File: src/rtl/hazard_stall_ctrl_if.sv
// Hazard/stall control bundle between the 5-stage pipeline datapath and its sequencer.
// Master is the pipeline side, which reports hazard sources. Slave is the sequencer, which drives the stage controls.
interface hazard_stall_ctrl_if #(
  parameter int unsigned CNT_WIDTH = 16
);
  logic [4:0]           IF_ID_rs1_i;
  logic [4:0]           IF_ID_rs2_i;
  logic                 id_uses_rs1_i;
  logic                 id_uses_rs2_i;
  logic                 ID_EX_mem_read_i;
  logic [4:0]           ID_EX_rd_i;
  logic                 branch_taken_i;
  logic                 jalr_i;
  logic                 dmem_req_i;
  logic                 dmem_ready_i;
  logic                 pc_write_o;
  logic                 pc_redirect_o;
  logic                 IF_ID_write_o;
  logic                 IF_ID_flush_o;
  logic                 ID_EX_write_o;
  logic                 ID_EX_bubble_o;
  logic                 EX_MEM_write_o;
  logic                 MEM_WB_bubble_o;
  logic                 mem_timeout_o;
  logic [CNT_WIDTH-1:0] stall_count_o;
  logic [CNT_WIDTH-1:0] flush_count_o;
  logic [1:0]           state_o;

  modport master (
    output IF_ID_rs1_i, IF_ID_rs2_i, id_uses_rs1_i, id_uses_rs2_i, ID_EX_mem_read_i,
           ID_EX_rd_i, branch_taken_i, jalr_i, dmem_req_i, dmem_ready_i,
    input  pc_write_o, pc_redirect_o, IF_ID_write_o, IF_ID_flush_o, ID_EX_write_o,
           ID_EX_bubble_o, EX_MEM_write_o, MEM_WB_bubble_o, mem_timeout_o,
           stall_count_o, flush_count_o, state_o
  );

  modport slave (
    input  IF_ID_rs1_i, IF_ID_rs2_i, id_uses_rs1_i, id_uses_rs2_i, ID_EX_mem_read_i,
           ID_EX_rd_i, branch_taken_i, jalr_i, dmem_req_i, dmem_ready_i,
    output pc_write_o, pc_redirect_o, IF_ID_write_o, IF_ID_flush_o, ID_EX_write_o,
           ID_EX_bubble_o, EX_MEM_write_o, MEM_WB_bubble_o, mem_timeout_o,
           stall_count_o, flush_count_o, state_o
  );
endinterface

File: src/rtl/hazard_stall_ctrl.sv
// Pipeline sequencer for the RV32I core. It handles load-use stalls, EX redirects with squash cycles,
// and dmem wait states. It also keeps saturating stall and flush counters.
module hazard_stall_ctrl #(
  parameter int unsigned FLUSH_CYCLES = 1,
  parameter int unsigned MEM_TIMEOUT  = 255,
  parameter int unsigned CNT_WIDTH    = 16
) (
  input logic               clk,
  input logic               reset,
  hazard_stall_ctrl_if.slave bus
);
  typedef enum logic [1:0] {RUN = 2'd0, MEM_WAIT = 2'd1, FLUSH = 2'd2} state_t;

  localparam logic [3:0] FLUSH_RELOAD = (FLUSH_CYCLES > 0) ? 4'(FLUSH_CYCLES - 1) : 4'd0;
  localparam logic [7:0] TIMEOUT_LIM  = 8'(MEM_TIMEOUT);

  state_t               state, state_nxt, ret_state, ret_nxt, phase;
  logic [3:0]           flush_cnt, flush_cnt_nxt;
  logic [7:0]           wait_cnt, wait_nxt;
  logic                 mem_timeout, timeout_nxt;
  logic [CNT_WIDTH-1:0] stall_count, flush_count;
  logic                 hold, redirect, load_use, flush_inc;

  assign redirect = bus.branch_taken_i | bus.jalr_i;
  assign load_use = bus.ID_EX_mem_read_i && (bus.ID_EX_rd_i != 5'd0) &&
                    ((bus.id_uses_rs1_i && (bus.IF_ID_rs1_i == bus.ID_EX_rd_i)) ||
                     (bus.id_uses_rs2_i && (bus.IF_ID_rs2_i == bus.ID_EX_rd_i)));
  assign hold  = (state == MEM_WAIT) ? !bus.dmem_ready_i : (bus.dmem_req_i && !bus.dmem_ready_i);
  // On the release cycle, the state saved at entry is evaluated. This lets a pending redirect or flush resume immediately.
  assign phase = (state == MEM_WAIT) ? ret_state : state;

  always_comb begin
    bus.pc_write_o      = 1'b1;
    bus.pc_redirect_o   = 1'b0;
    bus.IF_ID_write_o   = 1'b1;
    bus.IF_ID_flush_o   = 1'b0;
    bus.ID_EX_write_o   = 1'b1;
    bus.ID_EX_bubble_o  = 1'b0;
    bus.EX_MEM_write_o  = 1'b1;
    bus.MEM_WB_bubble_o = 1'b0;
    state_nxt     = state;
    ret_nxt       = ret_state;
    flush_cnt_nxt = flush_cnt;
    wait_nxt      = wait_cnt;
    timeout_nxt   = mem_timeout;
    flush_inc     = 1'b0;
    if (reset) begin
      bus.pc_write_o      = 1'b0;
      bus.IF_ID_write_o   = 1'b0;
      bus.ID_EX_write_o   = 1'b0;
      bus.EX_MEM_write_o  = 1'b0;
      bus.IF_ID_flush_o   = 1'b1;
      bus.ID_EX_bubble_o  = 1'b1;
      bus.MEM_WB_bubble_o = 1'b1;
      state_nxt     = RUN;
      ret_nxt       = RUN;
      flush_cnt_nxt = '0;
      wait_nxt      = '0;
      timeout_nxt   = 1'b0;
    end else if (hold) begin
      bus.pc_write_o      = 1'b0;
      bus.IF_ID_write_o   = 1'b0;
      bus.ID_EX_write_o   = 1'b0;
      bus.EX_MEM_write_o  = 1'b0;
      bus.MEM_WB_bubble_o = 1'b1;
      if (state != MEM_WAIT) begin
        ret_nxt   = state;
        state_nxt = MEM_WAIT;
      end
      if (wait_cnt != 8'hFF) wait_nxt = wait_cnt + 8'd1;
      if (wait_nxt >= TIMEOUT_LIM) timeout_nxt = 1'b1;
    end else begin
      wait_nxt  = '0;
      state_nxt = phase;
      if (redirect) begin
        bus.pc_redirect_o  = 1'b1;
        bus.IF_ID_flush_o  = 1'b1;
        bus.ID_EX_bubble_o = 1'b1;
        flush_inc     = 1'b1;
        flush_cnt_nxt = FLUSH_RELOAD;
        state_nxt     = (FLUSH_CYCLES > 0) ? FLUSH : RUN;
      end else if (phase == FLUSH) begin
        bus.IF_ID_flush_o  = 1'b1;
        bus.ID_EX_bubble_o = 1'b1;
        if (flush_cnt == 4'd0) state_nxt = RUN;
        else flush_cnt_nxt = flush_cnt - 4'd1;
      end else if (load_use) begin
        bus.pc_write_o     = 1'b0;
        bus.IF_ID_write_o  = 1'b0;
        bus.ID_EX_bubble_o = 1'b1;
      end
    end
  end

  always_ff @(posedge clk) begin
    if (reset) begin
      stall_count <= '0;
      flush_count <= '0;
    end else begin
      if (!bus.pc_write_o && (stall_count != '1)) stall_count <= stall_count + 1'b1;
      if (flush_inc && (flush_count != '1)) flush_count <= flush_count + 1'b1;
    end
    state       <= state_nxt;
    ret_state   <= ret_nxt;
    flush_cnt   <= flush_cnt_nxt;
    wait_cnt    <= wait_nxt;
    mem_timeout <= timeout_nxt;
  end

  assign bus.mem_timeout_o = mem_timeout;
  assign bus.stall_count_o = stall_count;
  assign bus.flush_count_o = flush_count;
  assign bus.state_o       = state;
endmodule

File: src/flat_wrapper.sv
// flat-port wrapper written by rule: the top's interface ports become plain ports
module hazard_stall_ctrl_flat 
#(
  parameter int unsigned FLUSH_CYCLES = 1,
  parameter int unsigned MEM_TIMEOUT  = 255,
  parameter int unsigned CNT_WIDTH    = 16
)
  (clk, reset, bus_IF_ID_rs1_i, bus_IF_ID_rs2_i, bus_id_uses_rs1_i, bus_id_uses_rs2_i, bus_ID_EX_mem_read_i, bus_ID_EX_rd_i, bus_branch_taken_i, bus_jalr_i, bus_dmem_req_i, bus_dmem_ready_i, bus_pc_write_o, bus_pc_redirect_o, bus_IF_ID_write_o, bus_IF_ID_flush_o, bus_ID_EX_write_o, bus_ID_EX_bubble_o, bus_EX_MEM_write_o, bus_MEM_WB_bubble_o, bus_mem_timeout_o, bus_stall_count_o, bus_flush_count_o, bus_state_o);
  hazard_stall_ctrl_if #(.CNT_WIDTH(CNT_WIDTH)) bus_i ();
  input logic clk;
  input logic reset;
  input wire logic [$bits(bus_i.IF_ID_rs1_i)-1:0] bus_IF_ID_rs1_i;
  input wire logic [$bits(bus_i.IF_ID_rs2_i)-1:0] bus_IF_ID_rs2_i;
  input wire logic [$bits(bus_i.id_uses_rs1_i)-1:0] bus_id_uses_rs1_i;
  input wire logic [$bits(bus_i.id_uses_rs2_i)-1:0] bus_id_uses_rs2_i;
  input wire logic [$bits(bus_i.ID_EX_mem_read_i)-1:0] bus_ID_EX_mem_read_i;
  input wire logic [$bits(bus_i.ID_EX_rd_i)-1:0] bus_ID_EX_rd_i;
  input wire logic [$bits(bus_i.branch_taken_i)-1:0] bus_branch_taken_i;
  input wire logic [$bits(bus_i.jalr_i)-1:0] bus_jalr_i;
  input wire logic [$bits(bus_i.dmem_req_i)-1:0] bus_dmem_req_i;
  input wire logic [$bits(bus_i.dmem_ready_i)-1:0] bus_dmem_ready_i;
  output wire logic [$bits(bus_i.pc_write_o)-1:0] bus_pc_write_o;
  output wire logic [$bits(bus_i.pc_redirect_o)-1:0] bus_pc_redirect_o;
  output wire logic [$bits(bus_i.IF_ID_write_o)-1:0] bus_IF_ID_write_o;
  output wire logic [$bits(bus_i.IF_ID_flush_o)-1:0] bus_IF_ID_flush_o;
  output wire logic [$bits(bus_i.ID_EX_write_o)-1:0] bus_ID_EX_write_o;
  output wire logic [$bits(bus_i.ID_EX_bubble_o)-1:0] bus_ID_EX_bubble_o;
  output wire logic [$bits(bus_i.EX_MEM_write_o)-1:0] bus_EX_MEM_write_o;
  output wire logic [$bits(bus_i.MEM_WB_bubble_o)-1:0] bus_MEM_WB_bubble_o;
  output wire logic [$bits(bus_i.mem_timeout_o)-1:0] bus_mem_timeout_o;
  output wire logic [$bits(bus_i.stall_count_o)-1:0] bus_stall_count_o;
  output wire logic [$bits(bus_i.flush_count_o)-1:0] bus_flush_count_o;
  output wire logic [$bits(bus_i.state_o)-1:0] bus_state_o;
  assign bus_i.IF_ID_rs1_i = bus_IF_ID_rs1_i;
  assign bus_i.IF_ID_rs2_i = bus_IF_ID_rs2_i;
  assign bus_i.id_uses_rs1_i = bus_id_uses_rs1_i;
  assign bus_i.id_uses_rs2_i = bus_id_uses_rs2_i;
  assign bus_i.ID_EX_mem_read_i = bus_ID_EX_mem_read_i;
  assign bus_i.ID_EX_rd_i = bus_ID_EX_rd_i;
  assign bus_i.branch_taken_i = bus_branch_taken_i;
  assign bus_i.jalr_i = bus_jalr_i;
  assign bus_i.dmem_req_i = bus_dmem_req_i;
  assign bus_i.dmem_ready_i = bus_dmem_ready_i;
  assign bus_pc_write_o = bus_i.pc_write_o;
  assign bus_pc_redirect_o = bus_i.pc_redirect_o;
  assign bus_IF_ID_write_o = bus_i.IF_ID_write_o;
  assign bus_IF_ID_flush_o = bus_i.IF_ID_flush_o;
  assign bus_ID_EX_write_o = bus_i.ID_EX_write_o;
  assign bus_ID_EX_bubble_o = bus_i.ID_EX_bubble_o;
  assign bus_EX_MEM_write_o = bus_i.EX_MEM_write_o;
  assign bus_MEM_WB_bubble_o = bus_i.MEM_WB_bubble_o;
  assign bus_mem_timeout_o = bus_i.mem_timeout_o;
  assign bus_stall_count_o = bus_i.stall_count_o;
  assign bus_flush_count_o = bus_i.flush_count_o;
  assign bus_state_o = bus_i.state_o;
  hazard_stall_ctrl #(.FLUSH_CYCLES(FLUSH_CYCLES), .MEM_TIMEOUT(MEM_TIMEOUT), .CNT_WIDTH(CNT_WIDTH)) u_core (.clk(clk), .reset(reset), .bus(bus_i));
endmodule
File: config.mk
export PLATFORM = sky130hd
export DESIGN_NAME = hazard_stall_ctrl_flat
export DESIGN_NICKNAME = d
export VERILOG_FILES = /design/src/rtl/hazard_stall_ctrl_if.sv /design/src/rtl/hazard_stall_ctrl.sv /design/src/flat_wrapper.sv
export SDC_FILE = /design/constraint.sdc
export NUM_CORES = 1
export LEC_CHECK = 0
export BUFFER_PORTS_ARGS = -buffer_cell sky130_fd_sc_hd__buf_2
export CAP_MARGIN = 20
export CORE_UTILIZATION = 59
export CTS_BUF_LIST = sky130_fd_sc_hd__clkbuf_4
export CTS_CLUSTER_DIAMETER = 100
export DETAILED_ROUTE_END_ITERATION = 6
export PLACE_DENSITY = 0.95
export SLEW_MARGIN = 20
export SYNTH_ARGS = -nofsm -noshare
export SYNTH_HDL_FRONTEND = slang
export SYNTH_SLANG_ARGS = --single-unit
File: constraint.sdc
create_clock -name clk -period 4.7 [get_ports clk]
set_clock_uncertainty 0.15 [all_clocks]
set_input_delay 0.94 -clock clk [delete_from_list [all_inputs] [get_ports clk]]
set_output_delay 0.94 -clock clk [all_outputs]
set_load 0.01 [all_outputs]
Word level (Yosys, flattened, before mapping)
Index checks and enable logic that the tools add are counted.

Order comparisons: 1. Muxes and demuxes: 34. Bitwise logic cells: 2. Eq/ne operators: 10. $add $sub $neg: 4. Reduce and logical (&&, ||, !) cells: 17.

Operator list (count): $add A16 B1 Y16 const B (2); $ne A16 B16 Y1 const B (2); $mux W8 (3); $mux W1 (22); $mux W2 (6); $mux W4 (3); $eq A5 B5 Y1 (2); $add A8 B1 Y8 const B (1); $ge A8 B8 Y1 const B (1); $ne A8 B8 Y1 const B (1); $logic_and A1 B1 Y1 (7); $reduce_bool A5 Y1 (1); $logic_not A4 Y1 (1); $ne A2 B1 Y1 const B (2); $reduce_and A2 Y1 (2); $sub A4 B1 Y4 const B (1); $reduce_and A3 Y1 (1); $eq A2 B1 Y1 const B (1); $eq A2 B2 Y1 const B (1); $logic_not A1 Y1 (2); $ne A2 B2 Y1 const B (1); $reduce_bool A2 Y1 (1); $reduce_or A2 Y1 (1); $logic_or A1 B1 Y1 (1); 2 further kinds (2).

Logic and storage cells: 75. Bits of input ports: 24. Bits in registers: 49. Output and inout port bits: 43.

Logic depth before layout (Yosys ltp)
Depth after elaboration: 11. Depth in mapped cells: 9. Depth with buffers taken out: 8.

Worst setup path before layout
OpenSTA, ideal clock, no wires.

Path kind: input-to-output. Start: input port bus_ID_EX_rd_i[0]. End: output port bus_pc_write_o. Buffers on the path: 3. Required time: 3610 ps. Path slack: 1206 ps. Stages: 7. Arrival: 2404 ps. Path through: or4_1 o21a_1 a31o_2 inv_2 buf_6 buf_4 buf_4.

Cells in the longest elaborated chain, start to end: 9. Elaborated cells between the ends (all ways): 13. Those cells by class: eq/ne (2); mux (5); reduce/logical (6).

Ends and longest elaborated chain: start, declared (RTL line flat_wrapper.sv:17) `input wire logic [$bits(bus_i.ID_EX_rd_i)-1:0] bus_ID_EX_rd_i;`; $eq A5 B5 Y1 (on tied branches) (RTL line hazard_stall_ctrl.sv:26, hazard_stall_ctrl.sv:27); $logic_and A1 B1 Y1 (on tied branches) (RTL line hazard_stall_ctrl.sv:26, hazard_stall_ctrl.sv:27); $logic_or A1 B1 Y1 (RTL line hazard_stall_ctrl.sv:26) `((bus.id_uses_rs1_i && (bus.IF_ID_rs1_i == bus.ID_EX_rd_i)) ||`; $logic_and A1 B1 Y1 * (RTL line hazard_stall_ctrl.sv:25) `assign load_use = bus.ID_EX_mem_read_i && (bus.ID_EX_rd_i != 5'd0) &&`; $mux W1 * (5 in a row); end, declared (RTL line flat_wrapper.sv:22) `output wire logic [$bits(bus_i.pc_write_o)-1:0] bus_pc_write_o;`.

Mark *: on every way between the ends. The rest lies on a longest branch, timed or not.

Worst setup path in the final report
Start: input port bus_ID_EX_rd_i[0]. End: output port bus_IF_ID_write_o.

Cells in the longest elaborated chain, start to end: 9. Elaborated cells between the ends (all ways): 13. Those cells by class: eq/ne (2); mux (5); reduce/logical (6).

Ends and longest elaborated chain: $eq A5 B5 Y1 (on tied branches) (RTL line hazard_stall_ctrl.sv:26, hazard_stall_ctrl.sv:27); $logic_and A1 B1 Y1 (on tied branches) (RTL line hazard_stall_ctrl.sv:26, hazard_stall_ctrl.sv:27); $logic_or A1 B1 Y1 (RTL line hazard_stall_ctrl.sv:26); $logic_and A1 B1 Y1 * (RTL line hazard_stall_ctrl.sv:25); $mux W1 * (RTL line hazard_stall_ctrl.sv:87) `end else if (load_use) begin`; $mux W1 * (RTL line hazard_stall_ctrl.sv:82) `end else if (phase == FLUSH) begin`; $mux W1 * (RTL line hazard_stall_ctrl.sv:75) `if (redirect) begin`; $mux W1 * (RTL line hazard_stall_ctrl.sv:60) `end else if (hold) begin`; $mux W1 * (RTL line hazard_stall_ctrl.sv:47) `if (reset) begin`; end, declared (RTL line flat_wrapper.sv:24) `output wire logic [$bits(bus_i.IF_ID_write_o)-1:0] bus_IF_ID_write_o;`.

Marks and branches as above.

==> impl_results.md <==
- Status: finished, final reports clean
- Worst Setup End Kind: output port
- Netlist cell types: 51
- Via/cell ratio: approximately 5.9
- YS warnings: 0
- TritonRoute pass-1 iters: 4
- Worst-Skew Late Latency: between 0.3 and 0.4 ns
- Internal: 0.586 mW
- Filler Cells Inserted: 354
- Switch share: roughly 26%
- Leakage power: 1.25 nW
- Final instance area: between 0.003 and 0.004 sq mm
- Mapped Area: approximately 0.0027 sq mm
- Worst Tran Pin Value: between 0.8 and 0.9 ns
- Yosys reg bits: about 50
- Comb power frac: 12.4%
- Synth Flop Type: dfxtp_1
- Nets: approximately 400
- Die Y: 69.4 microns
- Initial Utilization: 61.5%
- Final core utilization: 70.5%
- Fin crit period: roughly 3.6 ns
- # rows: 24
- GPL Wtd Cong: a little under 0.8
- Worst EP required: around 3.6 ns
- CTS tree: done
- # clock sinks: between 40 and 50
- Fmax: about 270 MHz
- Syn_nets: between 300 and 400
- Die area: slightly below 0.005 sq mm
- Worst hold margin: between 0.3 and 0.4 ns
- Rel. slew slack: between 40% and 50%
- Final setup margin: ~1.1 ns
- First-pass GRT wire length: between 9000 and 10000 microns
- Sequential share of the synthesized area: between 30% and 40%
- Crit path DAT: approximately 2.6 ns
- Seq pwr share: a little under three fifths
- Number of global-route vias before repair: about 2.3k
- Initial antenna violation count: 0
- Share of layout cells above drive strength 1: a little under a quarter
- NetSw: 0.205 mW
- IO Count: 67
- Clk buf depth: 2
- Via count of the routed design: 2567
- CTS buffer count: 5
- WL/cell: 13.4 microns
- Final Setup Violations: 0
- DP Area: between 0.002 and 0.003 sq mm
- HPWL Detailed: 4280 microns
- Number of gates resized after cts: 0
- Total Power: between 0.7 and 0.8 mW
- Synthesized area per cell: approximately 8.3 sq um
- Non-Filler Instances: about 430
- Hold/Removal Path Class: reg -> reg
- Pin count of the biggest net entering global routing: 51
- # DRC: 0
- GRT overflow: 0
- Cell count after placement: between 400 and 500
- RSZ-0062 raised after global routing: no
- 1st-iter DRT viols: around 170
- H-tree depth: 2
- Critical Path Fanout Max: 28
- Post-route antenna net violation count: 0
- Core box area: ~0.0044 sq mm
- Clk root buf: clkbuf_4
- Setup WS pre-CTS: about 1.1 ns
- Clock power frac: ~33%
- Power density over cell area: between 200 and 300 mW/mm^2
- Antenna diodes: 0
- Final hold vios: 0
- Clock transition at path regs: ~0.13 ns
- GRT Overall Usage: 24.9%
- Max-cap viol count: 0
- Detailed Route WL: roughly 5800 microns
- Postcts setup bufs: 0
- Worst vdd ir: approximately 0.15 mV
- Crit path kind: in -> out
- Die W: 69.4 microns
- Max Slew Vio Count: 0
- Hold Buf Count CTS: 0
- Startpoint types: primary input
- # port buffers: 66
- Area Growth Syn to Fin: 14.6%
- Post-route clock period utilization: 77.5%
- Setup TNS: 0 ns
- R2R setup slack: a little over 2 ns
- Mapped Cells: roughly 320
- Post-synth EDFFs: 0
- Synth async-reset ratio: 0%
## final timing paths
kind | start | end | depth (start not counted)
worst max-delay path | bus_ID_EX_rd_i[0] | bus_IF_ID_write_o | 6
worst min-delay path | u_core.bus.mem_timeout_o$_SDFFE_PP0P_ | u_core.bus.mem_timeout_o$_SDFFE_PP0P_ | 2
worst max register to register | u_core.bus.stall_count_o[3]$_SDFFE_PP0P_ | u_core.bus.stall_count_o[10]$_SDFFE_PP0P_ | 7
worst min register to register | u_core.bus.mem_timeout_o$_SDFFE_PP0P_ | u_core.bus.mem_timeout_o$_SDFFE_PP0P_ | 2
## state kept, by name, indices dropped and copies added, names as in the netlist
| signal | count |
|---|---|
| u_core.ret_state | 2 |
| u_core.wait_cnt | 8 |
| u_core.bus.mem_timeout_o | 1 |
| u_core.bus.state_o | 2 |
| u_core.bus.flush_count_o | 16 |
| u_core.bus.stall_count_o | 16 |
| u_core.flush_cnt | 4 |
## power by group through the flow
stage | Combinational, mW | Clock [mW] | Sequential, mW
4_1_cts | 0.0982 | 0.259 | 0.435
3_3_place_gp | 0.0938 | 0 | 0.443
3_5_place_dp | 0.0975 | 0 | 0.444
2_1_floorplan | 0.0676 | 0 | 0.444
6_report | 0.0979 | 0.258 | 0.435
5_1_grt | 0.109 | 0.276 | 0.437
## kinds of logic after synthesis
group                    Yosys count  share of synthesized area [%]
AND/OR/NAND/NOR                  149                           30.4
AO/OA/AOI/OAI                     56                           13.7
flip-flops                        49                           36.7
buffers and inverters             29                           5.24
XOR/XNOR                          26                           8.51
multiplexers                       9                           3.69
adder cells (fa/ha/maj)            4                           1.87
## synth_stat cells (all sizes together) (4+ instances only)
library cell	n	area [sq um]
and2	4	25.0
a21oi	22	121
mux2	7	78.8
or3	5	31.3
nor2b	12	75.1
o21ai	8	40.0
dfxtp	49	981
nor2	37	139
nor4	5	46.3
xnor2	19	166
buf	8	61.3
nand3	23	115
nand2	15	56.3
o31ai	11	82.6
inv	12	45.0
ha	4	50.1
or4	10	75.1
xor2	7	61.3
clkbuf	9	33.8
and3	6	37.5
nor3	6	30.0
nand4	12	75.1
## layout by cell type, fill, tap and decap left out, types with 3 or more instances in the layout
cell type,instances
buf_2,66
dfxtp_1,49
nor2_1,37
nand3_1,23
a21oi_1,21
xnor2_1,19
nand2_1,15
nand4_1,12
nor2b_1,12
inv_1,11
o31ai_1,11
or4_1,10
o21ai_0,7
xor2_1,7
nor3_1,6
and3_1,6
clkbuf_4,6
or3_1,5
and2_1,4
nor4_1,4
mux2_1,4
ha_1,4
o22ai_1,3
o21bai_1,3
and4_1,3
mux2_2,3
## worst max-delay path: stages
cell	delay [ns]
buf_2	0.12
or4_1	0.51
o21a_1	0.19
a31o_2	0.27
inv_2	0.30
buf_2	0.21
## layout make-up
type | instances | area [sq um] | share of cell area [%]
Tap cell | 52 | 65.1 | 2.12
Clock buffer | 6 | 45.0 | 1.47
Inverter | 12 | 45.0 | 1.47
Timing Repair Buffer | 67 | 338 | 11.0
Sequential cell | 49 | 981 | 32.0
Multi-Input combinational cell | 244 | 1560 | 50.7
Clock inverter | 2 | 38.8 | 1.26
## per-layer routing
| layer | routed length [microns] | vias to the layer above | global-route usage (%) |
|---|---|---|---|
| met5 | 0 | - | 0 |
| met1 | 2490 | 1211 | 29.4 |
| met3 | 349 | 7 | 4.65 |
| met2 | 2900 | 79 | 45.3 |
| li1 | - | 1270 | - |
| met4 | 63 | 0 | 7.71 |
(Power assumes the default switching activity.)
